<file path="config.mk">
export PLATFORM = sky130hd
export DESIGN_NAME = store_buffer
export DESIGN_NICKNAME = d
export VERILOG_FILES = /design/src/rtl/store_buffer_pkg.sv /design/src/rtl/store_buffer_strobe_gen.sv /design/src/rtl/store_buffer.sv
export SDC_FILE = /design/constraint.sdc
export NUM_CORES = 1
export LEC_CHECK = 0
export BUFFER_PORTS_ARGS = -buffer_cell sky130_fd_sc_hd__buf_2
export CORE_MARGIN = 4
export CORE_UTILIZATION = 50
export CTS_BUF_LIST = sky130_fd_sc_hd__clkbuf_4 sky130_fd_sc_hd__clkbuf_8 sky130_fd_sc_hd__clkbuf_16
export CTS_CLUSTER_SIZE = 40
export DETAILED_ROUTE_END_ITERATION = 7
export PLACE_DENSITY = 0.69
export SETUP_SLACK_MARGIN = 0.2
export SYNTH_ARGS = -nofsm -noshare
export SYNTH_HDL_FRONTEND = slang
export SYNTH_SLANG_ARGS = --single-unit
</file>
<file path="constraint.sdc">
create_clock -name clk -period 8.75 [get_ports clk]
set_input_delay 1.3125 -clock clk [delete_from_list [all_inputs] [get_ports clk]]
set_output_delay 1.3125 -clock clk [all_outputs]
set_load 0.01 [all_outputs]
</file>
<file path="src/rtl/store_buffer_pkg.sv">
// Shared types for the store buffer: rs_data issue bundle, buffer entry,
// opcode/func3 constants, drain FSM state and the ROB flush-range helper.
package store_buffer_pkg;

  // ROB tag width carried inside the issue bundle and the buffer entries.
  localparam int TAG_W = 5;

  localparam logic [6:0] OP_STORE = 7'b0100011;

  localparam logic [2:0] F3_SB = 3'b000;
  localparam logic [2:0] F3_SH = 3'b001;
  localparam logic [2:0] F3_SW = 3'b010;

  typedef enum logic {
    DRAIN_IDLE  = 1'b0,
    DRAIN_WRITE = 1'b1
  } drain_state_t;

  // Subset of the reservation-station payload the store path consumes.
  typedef struct packed {
    logic [6:0]       opcode;
    logic [2:0]       func3;
    logic [31:0]      imm;
    logic [TAG_W-1:0] rob_index;
  } rs_data_t;

  typedef struct packed {
    logic             valid;
    logic             committed;
    logic [31:0]      addr;
    logic [31:0]      data;
    logic [2:0]       func3;
    logic [TAG_W-1:0] rob_tag;
  } sb_entry_t;

  // True when tag lies strictly between mis_tag and tail_tag going forward
  // around the ROB ring. Distances are taken from mis_tag so wrap-around
  // (e.g. mis=30, tail=2 -> 31, 0, 1) falls out of modular subtraction.
  function automatic logic in_flush_range(input logic [TAG_W-1:0] tag,
                                          input logic [TAG_W-1:0] mis_tag,
                                          input logic [TAG_W-1:0] tail_tag);
    logic [TAG_W-1:0] d_tag;
    logic [TAG_W-1:0] d_tail;
    d_tag  = tag - mis_tag;
    d_tail = tail_tag - mis_tag;
    return (d_tag != '0) && (d_tag < d_tail);
  endfunction

endpackage

</file>
<file path="src/rtl/store_buffer_strobe_gen.sv">
// sb_strobe_gen: turns an entry's func3 and low address bits into the byte
// strobes and the lane-replicated write data for the data-memory port.
module sb_strobe_gen
  import store_buffer_pkg::*;
(
  input  logic [2:0]  func3,
  input  logic [1:0]  addr_lo,
  input  logic [31:0] data,
  output logic [3:0]  wstrb,
  output logic [31:0] wdata
);

  // Width decode: SW ignores addr_lo, SH uses bit 1 only, SB uses both bits.
  always_comb begin
    wstrb = 4'b0000;
    wdata = 32'h0;
    case (func3)
      F3_SW: begin
        wstrb = 4'b1111;
        wdata = data;
      end
      F3_SH: begin
        wstrb = addr_lo[1] ? 4'b1100 : 4'b0011;
        wdata = {2{data[15:0]}};
      end
      F3_SB: begin
        wstrb = 4'b0001 << addr_lo;
        wdata = {4{data[7:0]}};
      end
      default: begin
        wstrb = 4'b0000;
        wdata = 32'h0;
      end
    endcase
  end

endmodule

</file>
<file path="src/rtl/store_buffer.sv">
// store_buffer: holds issued stores until the ROB commits them, then drains
// them in order to the data-memory write port (one store per two cycles).
// Uncommitted stores younger than a mispredicted branch are discarded.
// Optional store-to-load forwarding port is built when STORE_FWD_EN is defined.
//
// Handshake: issued is a one-cycle request accepted only when the registered
// sb_full is low; store_done pulses one cycle after each accepted store;
// mem_we is a one-cycle write strobe with addr/wdata/wstrb valid alongside it.
module store_buffer
  import store_buffer_pkg::*;
#(
  parameter int DEPTH = 4,
  parameter int ROB_W = TAG_W  // must equal TAG_W, the entry tag width
) (
  input  logic              clk,
  input  logic              reset,
  input  logic              issued,
  input  rs_data_t          data_in,
  input  logic [31:0]       ps1_data,
  input  logic [31:0]       ps2_data,
  input  logic              mispredict,
  input  logic [ROB_W-1:0]  mispredict_tag,
  input  logic [ROB_W-1:0]  curr_rob_tag,
  input  logic              commit_valid,
  input  logic [ROB_W-1:0]  commit_rob_tag,
`ifdef STORE_FWD_EN
  input  logic [31:0]       fwd_addr,
  output logic              fwd_hit,
  output logic [31:0]       fwd_data,
  output logic              fwd_stall,
`endif
  output logic              sb_full,
  output logic              store_done,
  output logic [ROB_W-1:0]  store_rob_tag,
  output logic              mem_we,
  output logic [31:0]       mem_addr,
  output logic [31:0]       mem_wdata,
  output logic [3:0]        mem_wstrb,
  output drain_state_t      drain_state
);

  localparam int PTR_W = (DEPTH > 1) ? $clog2(DEPTH) : 1;
  localparam int CNT_W = $clog2(DEPTH + 1);

  sb_entry_t        entries   [DEPTH];
  sb_entry_t        entries_n [DEPTH];
  logic [PTR_W-1:0] slot      [DEPTH];

  logic [PTR_W-1:0] head;
  logic [PTR_W-1:0] tail;
  logic [PTR_W-1:0] tail_base;
  logic [PTR_W-1:0] tail_n;
  logic [PTR_W-1:0] head_n;
  logic [CNT_W-1:0] count;
  logic [CNT_W-1:0] count_n;
  logic [CNT_W-1:0] keep_cnt;

  drain_state_t     state;

  logic             pop;
  logic             alloc;
  logic             flush_any;
  logic             cm_found;
  logic             cm_hit;
  logic [PTR_W-1:0] cm_idx;

  logic [TAG_W-1:0] issue_tag;
  logic [TAG_W-1:0] mis_tag;
  logic [TAG_W-1:0] cur_tag;
  logic [TAG_W-1:0] cm_tag;

  logic [3:0]       head_wstrb;
  logic [31:0]      head_wdata;

  assign issue_tag   = data_in.rob_index;
  assign mis_tag     = TAG_W'(mispredict_tag);
  assign cur_tag     = TAG_W'(curr_rob_tag);
  assign cm_tag      = TAG_W'(commit_rob_tag);
  assign pop         = (state == DRAIN_WRITE);
  assign drain_state = state;

  // Physical slot of the i-th oldest entry.
  always_comb begin
    for (int i = 0; i < DEPTH; i++) begin
      slot[i] = head + PTR_W'(i);
    end
  end

  // Write-port formatting for the entry at the head of the buffer.
  sb_strobe_gen u_strobe (
    .func3   (entries[head].func3),
    .addr_lo (entries[head].addr[1:0]),
    .data    (entries[head].data),
    .wstrb   (head_wstrb),
    .wdata   (head_wdata)
  );

  // Next-state for the entry array: commit marking, flush, pop and allocate.
  always_comb begin
    entries_n = entries;
    cm_found  = 1'b0;
    cm_idx    = head;
    cm_hit    = 1'b0;
    flush_any = 1'b0;
    keep_cnt  = count;
    alloc     = 1'b0;
    tail_base = tail;
    tail_n    = tail;
    head_n    = head;
    count_n   = count;

    // Commits arrive in program order, so only the oldest uncommitted entry
    // can match; anything else is a stray commit and is dropped.
    for (int i = 0; i < DEPTH; i++) begin
      if (!cm_found && (i < int'(count)) && entries[slot[i]].valid &&
          !entries[slot[i]].committed) begin
        cm_found = 1'b1;
        cm_idx   = slot[i];
      end
    end
    cm_hit = commit_valid && cm_found && (entries[cm_idx].rob_tag == cm_tag);

    // Flushed stores are always the youngest run, so the first hit from the
    // oldest end marks where the tail rolls back to. The head in WRITE and
    // anything committed (including by this cycle's commit) survives.
    if (mispredict) begin
      for (int i = 0; i < DEPTH; i++) begin
        if (!flush_any && (i < int'(count)) && entries[slot[i]].valid &&
            !entries[slot[i]].committed &&
            !(cm_hit && (slot[i] == cm_idx)) &&
            !(pop && (i == 0)) &&
            in_flush_range(entries[slot[i]].rob_tag, mis_tag, cur_tag)) begin
          flush_any = 1'b1;
          keep_cnt  = CNT_W'(i);
        end
      end
    end

    alloc = issued && !sb_full && (data_in.opcode == OP_STORE) &&
            !(mispredict && in_flush_range(issue_tag, mis_tag, cur_tag));

    tail_base = flush_any ? (head + PTR_W'(keep_cnt)) : tail;
    tail_n    = tail_base + (alloc ? PTR_W'(1) : PTR_W'(0));
    head_n    = pop ? (head + PTR_W'(1)) : head;
    count_n   = keep_cnt + (alloc ? CNT_W'(1) : CNT_W'(0)) -
                (pop ? CNT_W'(1) : CNT_W'(0));

    if (cm_hit) begin
      entries_n[cm_idx].committed = 1'b1;
    end

    if (flush_any) begin
      for (int i = 0; i < DEPTH; i++) begin
        if ((i >= int'(keep_cnt)) && (i < int'(count))) begin
          entries_n[slot[i]].valid = 1'b0;
        end
      end
    end

    if (pop) begin
      entries_n[head].valid     = 1'b0;
      entries_n[head].committed = 1'b0;
    end

    if (alloc) begin
      entries_n[tail_base].valid     = 1'b1;
      entries_n[tail_base].committed = 1'b0;
      entries_n[tail_base].addr      = ps1_data + data_in.imm;
      entries_n[tail_base].data      = ps2_data;
      entries_n[tail_base].func3     = data_in.func3;
      entries_n[tail_base].rob_tag   = issue_tag;
    end
  end

  // Buffer bookkeeping plus the registered full flag and execution-done pulse.
  always_ff @(posedge clk or negedge reset) begin
    if (!reset) begin
      for (int i = 0; i < DEPTH; i++) begin
        entries[i] <= '0;
      end
      head          <= '0;
      tail          <= '0;
      count         <= '0;
      sb_full       <= 1'b0;
      store_done    <= 1'b0;
      store_rob_tag <= '0;
    end else begin
      entries    <= entries_n;
      head       <= head_n;
      tail       <= tail_n;
      count      <= count_n;
      sb_full    <= (count_n == CNT_W'(DEPTH));
      store_done <= alloc;
      if (alloc) begin
        store_rob_tag <= ROB_W'(issue_tag);
      end
    end
  end

  // Drain FSM: launch the committed head store, then pop it the next cycle.
  always_ff @(posedge clk or negedge reset) begin
    if (!reset) begin
      state     <= DRAIN_IDLE;
      mem_we    <= 1'b0;
      mem_addr  <= 32'h0;
      mem_wdata <= 32'h0;
      mem_wstrb <= 4'b0000;
    end else begin
      case (state)
        DRAIN_IDLE: begin
          if (entries[head].valid && entries[head].committed) begin
            // A store with an unknown width still drains, just without a write.
            mem_we    <= |head_wstrb;
            mem_addr  <= {entries[head].addr[31:2], 2'b00};
            mem_wdata <= head_wdata;
            mem_wstrb <= head_wstrb;
            state     <= DRAIN_WRITE;
          end
        end
        DRAIN_WRITE: begin
          mem_we <= 1'b0;
          state  <= DRAIN_IDLE;
        end
        default: begin
          mem_we <= 1'b0;
          state  <= DRAIN_IDLE;
        end
      endcase
    end
  end

`ifdef STORE_FWD_EN
  // Forwarding lookup: youngest full-word match supplies data; any sub-word
  // match to the same word cannot be merged here, so the load must stall.
  always_comb begin
    fwd_hit   = 1'b0;
    fwd_data  = 32'h0;
    fwd_stall = 1'b0;
    for (int i = 0; i < DEPTH; i++) begin
      if ((i < int'(count)) && entries[slot[i]].valid &&
          (entries[slot[i]].addr[31:2] == fwd_addr[31:2])) begin
        if (entries[slot[i]].func3 == F3_SW) begin
          fwd_hit  = 1'b1;
          fwd_data = entries[slot[i]].data;
        end else begin
          fwd_stall = 1'b1;
        end
      end
    end
    if (fwd_stall) begin
      fwd_hit  = 1'b0;
      fwd_data = 32'h0;
    end
  end
`endif

endmodule

</file>
======== Word-level counts from Yosys, hierarchy flattened ========
Index checks and enable logic that the tools add are counted.
Widths: inputs -> output; s select.
word-level totals
  register bits ........................... 378
  output and inout bits ................... 77
operators by class
  $add $sub $neg .......................... 14
  $lt $le $gt $ge ......................... 25
  equal/unequal tests ..................... 10
  shift operators ......................... 1
  mux-type cells .......................... 94
  bitwise gates (word level) .............. 7
  reduce and logical (&&, ||, !) cells .... 80
operators by type and width
  operator            number
  $bwmux 296          13
  $mux 296            11
  $demux 74 s2        12
  $mux 74             13
  $bmux 74 s2         5
  $mux 73             3
  $pmux 32 s3         1
  $mux 72             1
  $logic_and 1x1->1   55
  $mux 40             1
  $add 32x32->32      1
  $sub 5x5->5         6
  $lt 5x5->1          5
  $reduce_bool 5->1   5
  $ge 3x3->1 const B  6
  $lt 3x1->1 const B  6
  $not 2->3           6
  $logic_not 1->1     17
  $mux 1              17
  $mux 3              5
  $mux 5              3
  $pmux 4 s3          1
  $eq 2x2->1          4
  $mux 2              4
  24 further kinds    30

======== Longest topological paths before layout ========
Gate-level depths: netlist of run 1.
  word-level depth ........................ 82
  depth in mapped cells ................... 29

======== Hierarchy ========
From an unflattened synthesis of run 1, not the netlist that was laid out.
unflattened totals
  cell total of the unflattened synthesis .. 1577
  area, all modules ....................... 21087.7 sq um
modules (own cells, without submodules)
  module         instances  cells an instance  area an instance (sq um)  seq. area each (sq um)
  store_buffer   1          1474               20469.6                   9459.1
  sb_strobe_gen  1          103                618.1                     0.0

======== Worst setup path after synthesis of run 1 ========
OpenSTA, ideal clock, no wires.
  kind .................................... register -> register
  start ................................... register head[0]
  end ..................................... register entries[11] in the netlist's numbering
  setup time .............................. 0.128 ns
  data arrival time ....................... 7.548 ns
  required time ........................... 8.622 ns
  path slack .............................. 1.074 ns
  stages on the path, launching flop included .. 27
  clock period less this slack ............ 7.676 ns
  cell sequence ........................... dfrtp_1 clkbuf_1 clkbuf_1 buf_2 buf_1 clkbuf_1 buf_1 clkbuf_1 mux4_2 ha_1 a21o_1 a21oi_1 xnor2_1 or4b_2 o211ai_1 nor2_1 nand2_1 o21ai_0 mux2_2 ha_1 xnor2_1 nor2b_1 a21oi_2 o22a_1 buf_2 buf_2 mux2_1
on the way
  longest elaborated chain between the ends .. 82
  elaborated cells on any way between the ends .. 164
RTL lines
  element                                                      line                                      source
  start: declaration                                           store_buffer.sv:49                        logic [PTR_W-1:0] head;
  start signal: assignment                                     store_buffer.sv:189                       head <= head_n;
  $not 2->3 (not written as such)                              n/a
  $bmux 74 s2                                                  n/a
  $mux 74                                                      n/a
  $mux 74 (not written as such)                                store_buffer.sv:116, store_buffer.sv:129
  $logic_and 1x1->1 / $logic_not 1->1 (equally long branches)  n/a
  $logic_and 1x1->1                                            store_buffer.sv:115, store_buffer.sv:128
  $mux 1                                                       store_buffer.sv:115                       if (!cm_found && (i < int'(count)) && entries[slot[i]].valid &&
  $logic_not 1->1                                              store_buffer.sv:115
  (+66 left out)                                               n/a
  $mux 296                                                     store_buffer.sv:160                       if (pop) begin
  $bwmux 296                                                   store_buffer.sv:166                       entries_n[tail_base].valid = 1'b1;
  $bwmux 296                                                   store_buffer.sv:167                       entries_n[tail_base].committed = 1'b0;
  $bwmux 296                                                   store_buffer.sv:168                       entries_n[tail_base].addr = ps1_data + data_in.imm;
  $bwmux 296                                                   store_buffer.sv:169                       entries_n[tail_base].data = ps2_data;
  $bwmux 296                                                   store_buffer.sv:170                       entries_n[tail_base].func3 = data_in.func3;
  $bwmux 296                                                   store_buffer.sv:171                       entries_n[tail_base].rob_tag = issue_tag;
  $mux 296 *                                                   store_buffer.sv:165                       if (alloc) begin
  end signal: assignment                                       store_buffer.sv:188                       entries <= entries_n;
  end: declaration                                             store_buffer.sv:45                        sb_entry_t entries [DEPTH];
Mark *: on every way between the ends. The rest lies on a longest branch, timed or not. The select of a mux whose other input is x is not followed.
A chain may end at the register's enable or synchronous reset.

==> run summary, run 1 <==
Power Density - 275 nW/um^2
Worst hold start - store_rob_tag[4]
Startpoint types - flop
Outcome - finished clean
CP bufs+invs - 3
Initial antenna violation count - 9
Cells resized by post-CTS repair - 0
Clk sinks - 378
Relative slew slack - 0.328
Crit path kind - flop to flop
Final Skew - 0.0142 ns
Reg clk slew, reported paths - 0.06 ns
Fin. max-slew vios - 0
Total CTS buffers - 40
Antenna-violating nets left - 0
Core Util, Final - 0.579
Max-Cap Viols - 0
Fmax - 138 MHz
Synth Flop Type - dfrtp_1
Cell family with most CP delay - simple AND/OR/NAND/NOR gates
Async S/R FF share, synth - 1.00
IO Pins - 208
Initial core utilization - 0.509
Hold Vio Cnt, Final - 0
Cell with the most instances on the worst path - ha_1
Core ar. - 41100 sq um
Post-Syn Instances - 1678
Synth area leader - dfrtp_1
Root Buffer - clkbuf_16
Leakage - 12.2 nW
Count leader, synth - dfrtp_1
Post-Layout Inst Area - 23800 sq um
FF-to-FF Start - head[0]
First-pass GRT wire length - 81.3 mm
Peak supply drop - 0.180 mV
Nets - 2075
WHS - 0.465 ns
DIE WIDTH - 213 um
Critical path's largest stage delay - 0.69 ns
CP cell instances - inv_2 > ha_1 > inv_1 > mux4_2 > or2_1 > a311oi_2 > o22ai_2 > mux2i_1 > xor2_1 > and4b_1 > nand2_1 > mux2_2 > ha_1 > xnor2_1 > nor2b_1 > a21oi_2 > nand4b_4 > buf_4 > mux2_1
Post-CTS Setup Bufs - 0
DPL Wire Length - 34.1 mm
TNS Setup - 0 ns
CTS Buffer Depth - 3
Hold depth - 2
Gpl congestion - 0.901
CP max-delay cell - ha_1
Worst slew pin tran - 1.01 ns
Share of post-route cells with drive strength above 1 - 0.267
DP Area - 22300 sq um
Via count - 14168
PortBufs - 205
Critical path data arrival time - 7.66 ns
Reg2reg path depth - 19
Routed WL - 50.8 mm
TritonCTS clock tree - done
H-Tree Depth - 2
Total die area - 45200 sq um
Worst hold path endpoint - store_rob_tag[4]
CP required - 9.17 ns
Post-synthesis register bit count - 378
Number of synthesized flops with an enable pin - 0
DRC violations left - 0
Worst skew pair latency - 0.55 ns
FF-to-FF setup slack - 1.51 ns
Fillers - 3417
Crit. End Element - flop
RSZ-0062 raised after global routing - false
Register area share after synthesis - 0.452
Area Overhead vs Synth - 13.7%
GRT Total Usage - 0.226
Number of warnings issued by yosys - 0
Vias in the first global route - 14808
Worst-path maximum fanout - 28
Detailed Routing Iterations Pass 1 - 5
Largest net degree at the start of global routing - 169
Height of the die - 213 um
WL/cell - 21.0 um
Total grt overflow - 0
Setup-failing EPs final - 0
Hold buffer count at cts - 0
Unique cell type count in the Yosys netlist - 79
Minimum clock period - 7.24 ns
Synth Area per Inst - 12.5 sq um
Top cells by count, synth - 378 x dfrtp_1, 191 x mux2_1, 178 x nand2_1
Tightest Hold Check Type - flop to flop
Synthesized cell area - 20900 sq um
Initial DRC Count - 865
Drt via density - 5.86
Num rows - 74
Top post-synthesis cells by area - dfrtp_1 45%, mux2_1 10%, mux4_2 9.4%
Post-synth top area share - 0.452
Final Cycle Share - 0.827
Pwr Total - 6.55 mW
Worst reg2reg path endpoint - entries[281]
## worst max path at each step
| stage | start | endpoint | slack [ns] | cells past startpoint |
|---|---|---|---|---|
| after global placement | mispredict_tag[1] | entries[276] | 1.84 | 21 |
| after global routing | head[0] | entries[265] | 1.09 | 19 |
| final | head[0] | entries[281] | 1.51 | 19 |
| after detailed placement | head[0] | entries[265] | 1.59 | 19 |
| after CTS | head[0] | entries[265] | 1.58 | 19 |
| after floorplan | head[0] | entries[11] | 1.07 | 26 |
## metrics by stage
stage                     cells  worst slack (ns)
final                      2417              1.51
after detailed placement   2341              1.59
after global routing       2417              1.09
after floorplan            1679              1.07
after global placement     2341              1.84
after CTS                  2413              1.58
## flip-flops by register name, summed over array words and instances, names as in the netlist
name           flops
entries          296
store_rob_tag      5
mem_wdata         32
drain_state        1
tail               2
mem_we             1
mem_addr          30
store_done         1
head               2
count              3
mem_wstrb          4
sb_full            1
## cell families (layout without fill, tap and decap cells)
| kind of cell | count (synthesis) | in the layout | share of synthesized area |
|---|---|---|---|
| fa+ha+maj | 93 | 93 | 0.0585 |
| compound gates | 261 | 261 | 0.0858 |
| mux | 395 | 395 | 0.267 |
| simple gates | 361 | 361 | 0.0813 |
| flops | 378 | 378 | 0.452 |
| xor+xnor | 62 | 62 | 0.0260 |
| other cells | 1 | 6 | 0.000179 |
| buf+inv | 127 | 329 | 0.0293 |
## metal layers
layer | track usage | up-vias | routed length (um)
met5 | 0 | - | 60
met4 | 0.0624 | 8 | 1120
met3 | 0.0366 | 82 | 2430
met2 | 0.366 | 359 | 24200
met1 | 0.319 | 7225 | 23000
li1 | - | 6494 | -
## worst reg2reg max path, delay by kind of cell, from the launching register on
family | cells | cell delay (ns)
AO/OA/AOI/OAI | 3 | 1.00
adder cells (fa/ha/maj) | 2 | 0.90
XOR/XNOR | 2 | 0.31
flip-flops | 1 | 0.58
buffers and inverters | 3 | 0.96
multiplexers | 4 | 1.42
AND/OR/NAND/NOR | 5 | 1.97
## cell type report
class / instances / area (sq um) / share of cell area
antenna: 4 / 10.0 / 0.000421
clock buffer: 55 / 1220 / 0.0512
clock inverter: 17 / 224 / 0.00941
inverter: 37 / 139 / 0.00584
multi-input combinational: 1174 / 10900 / 0.457
sequential: 378 / 9470 / 0.398
tap: 532 / 666 / 0.0280
timing repair buffer: 220 / 1200 / 0.0504
## where the power goes
| part | internal (mW) | switching (mW) | total, mW |
|---|---|---|---|
| clock network | 1.12 | 0.703 | 1.82 |
| logic | 1.01 | 1.51 | 2.52 |
| registers | 2.01 | 0.200 | 2.21 |
| total | 4.14 | 2.41 | 6.55 |
## placed cells by master, fill, tap and decap left out, drive strengths merged, types with 9 or more instances in the layout
cell	instances
a31oi	10
nor2	63
dfrtp	378
and2	13
o211ai	26
nand2b	18
or4	9
nor2b	23
clkinv	13
o21ai	47
xor2	20
nand2	178
a21oi	67
xnor2	42
mux2	291
inv	35
mux4	87
buf	220
mux2i	17
a221oi	10
a22o	9
a21o	32
ha	85
nand3	16
clkbuf	55
No activity file was read; power rests on OpenSTA's default activity.
==> run 2: changes to the inputs <==
- clock period: 8.75 -> 6.73 ns (I/O delays scaled with it)
==> run summary, run 2 (synthesized netlist as in run 1, its figures left out) <==
Fin. max-slew vios - 0 (unchanged)
Vias in the first global route - 14699 (-0.74%)
Total grt overflow - 0 (unchanged)
Startpoint types - flop
Worst-path maximum fanout - 22 (-21%)
Top sig layer - met5
Root Buffer - clkbuf_16
Share of post-route cells with drive strength above 1 - 0.275 (+0.00809)
Height of the die - 213 um (unchanged)
Crit. End Element - flop
Gpl congestion - 0.922 (+2.4%)
DR WL met3 - 2.54 mm (+4.5%)
Routed WL - 51.4 mm (+1.1%)
Met2 wire length - 24.9 mm (+2.9%)
Drt via density - 5.88 (+0.31%)
Nets - 2098 (+1.1%)
RSZ-0062 raised after global routing - false
Leakage - 12.3 nW (+0.85%)
Core Util, Final - 0.583 (+0.00429)
WL/cell - 21.1 um (+0.31%)
Hold buffer count at cts - 0 (unchanged)
Max reg flops - 296 (unchanged)
Worst skew pair latency - 0.54 ns (about the same)
Crit path kind - flop to flop
TritonCTS clock tree - done
Peak supply drop - 0.257 mV (+43%)
CTS Buffer Depth - 3 (unchanged)
Reg with most FFs - entries
Crit path from - head[0]
FF-to-FF Start - head[0]
Met1 wire length - 22.8 mm (-0.98%)
Setup-failing EPs final - 0 (unchanged)
Initial antenna violation count - 8 (-1)
Final Cycle Share - 0.905 (+0.0775)
GRT Total Usage - 0.227 (+0.00183)
Commonest non-fill, non-tap cells in the layout - 376 x dfrtp_1, 204 x buf_2, 191 x mux2_1
Switching Share - 0.369 (+0.00118)
Worst slew pin tran - 1.00 ns (-0.00586 ns)
Via count - 14329 (+1.1%)
Clock share of power - 0.266 (-0.013)
TNS Setup - 0 ns (unchanged)
Minimum clock period - 6.09 ns (-1.15 ns)
Relative slew slack - 0.332 (+0.00391)
DRC violations left - 0 (unchanged)
Outcome - finished clean
Fmax - 164 MHz (+19%)
DPL Wire Length - 35.2 mm (+3.3%)
IO Pins - 208 (unchanged)
Power Density - 355 nW/um^2 (+29%)
Tightest Hold Check Type - primary input to asynchronous set/reset pin
Clk sinks - 378 (unchanged)
Cells resized by post-CTS repair - 0 (unchanged)
DIE WIDTH - 213 um (unchanged)
Most common cell after layout, fill and taps aside - dfrtp_1
Initial DRC Count - 974 (+13%)
Internal power - 5.37 mW (+30%)
First-pass GRT wire length - 82.2 mm (+1.1%)
Hold Vio Cnt, Final - 0 (unchanged)
Final Skew - 0.0197 ns (+0.00559 ns)
P_sw - 3.14 mW (+30%)
Num rows - 74 (unchanged)
Largest net degree at the start of global routing - 150 (-11%)
Antenna-violating nets left - 0 (unchanged)
Fillers - 3392 (-0.73%)
Max-Cap Viols - 0 (unchanged)
Total CTS buffers - 40 (unchanged)
Sequential power share - 0.336 (about the same)
CP required - 7.15 ns (-2.02 ns)
H-Tree Depth - 2 (unchanged)
Critical path data arrival time - 6.51 ns (-1.15 ns)
Post-CTS Setup Bufs - 0 (unchanged)
Area Overhead vs Synth - 14.6%
Largest regs - entries x296, mem_wdata x32, mem_addr x30
Core ar. - 41100 sq um (unchanged)
Total die area - 45200 sq um (unchanged)
Reg clk slew, reported paths - 0.06 ns (about the same)
Initial core utilization - 0.509 (unchanged)
Logic pwr share - 0.398 (+0.013)
PortBufs - 205 (unchanged)
Detailed Routing Iterations Pass 1 - 5 (unchanged)
## run 2: area by class of cell
class,count,area (sq um),share of cell area
diodes,3,7.51,0.000313
inverters,37,139,0.00579
repair buffers,243,1450,0.0603
multi-input cells,1174,10900,0.454
well taps,532,666,0.0278
flip-flops and latches,378,9470,0.395
clock buffers,57,1200,0.0500
clock inverters,13,175,0.00731
## run 2: worst paths after layout
path	endpoint	slack, ns	depth (start not counted)
max	entries[182]	0.64	21
min	sb_full	0.47	1
max reg2reg	entries[182]	0.64	21
min reg2reg	mem_addr[22]	0.47	2
max in group asynchronous	entries[241]	4.78	2
min in group clk	mem_addr[22]	0.47	2
## run 2: per-layer routing
layer	up-vias	track usage
met5	-	0
met4	10	0.0551
met3	78	0.0356
met2	372	0.372
met1	7321	0.323
li1	6548	-
## run 2: critical path: stages, from the launching register on
cell and delay [ns]:
dfrtp_4 0.59, inv_2 0.06, ha_1 0.52, buf_4 0.23
mux4_2 0.33, ha_1 0.29, a21o_1 0.15, a21oi_1 0.17
xnor2_1 0.10, or4b_2 0.63, o211ai_1 0.26, nor2_1 0.14
nand2_1 0.10, o21ai_0 0.08, mux2_2 0.31, ha_1 0.20
xnor2_1 0.13, nor2b_1 0.17, a21oi_2 0.34, and4_4 0.51
buf_12 0.24, mux2_2 0.36
## run 2: power groups by stage
stage               Combinational, mW  Clock, mW  Sequential (mW)
floorplan                        2.40          0             2.84
global placement                 3.31          0             2.88
detailed placement               3.38          0             2.89
CTS                              3.39       2.32             2.86
global route                     3.70       2.42             2.90
finish                           3.39       2.27             2.86
## run 2: metrics by stage
step	hold WS, ns	setup slack [ns]	total power [mW]	instances	cell area [sq um]
after global placement	0.453	0.777	6.19	2364	22600
after global routing	0.493	0.292	9.02	2437	24000
after floorplan	0.453	0.208	5.24	1679	20900
after CTS	0.477	0.625	8.57	2434	24000
after detailed placement	0.463	0.634	6.27	2364	22600
final	0.468	0.641	8.51	2437	24000
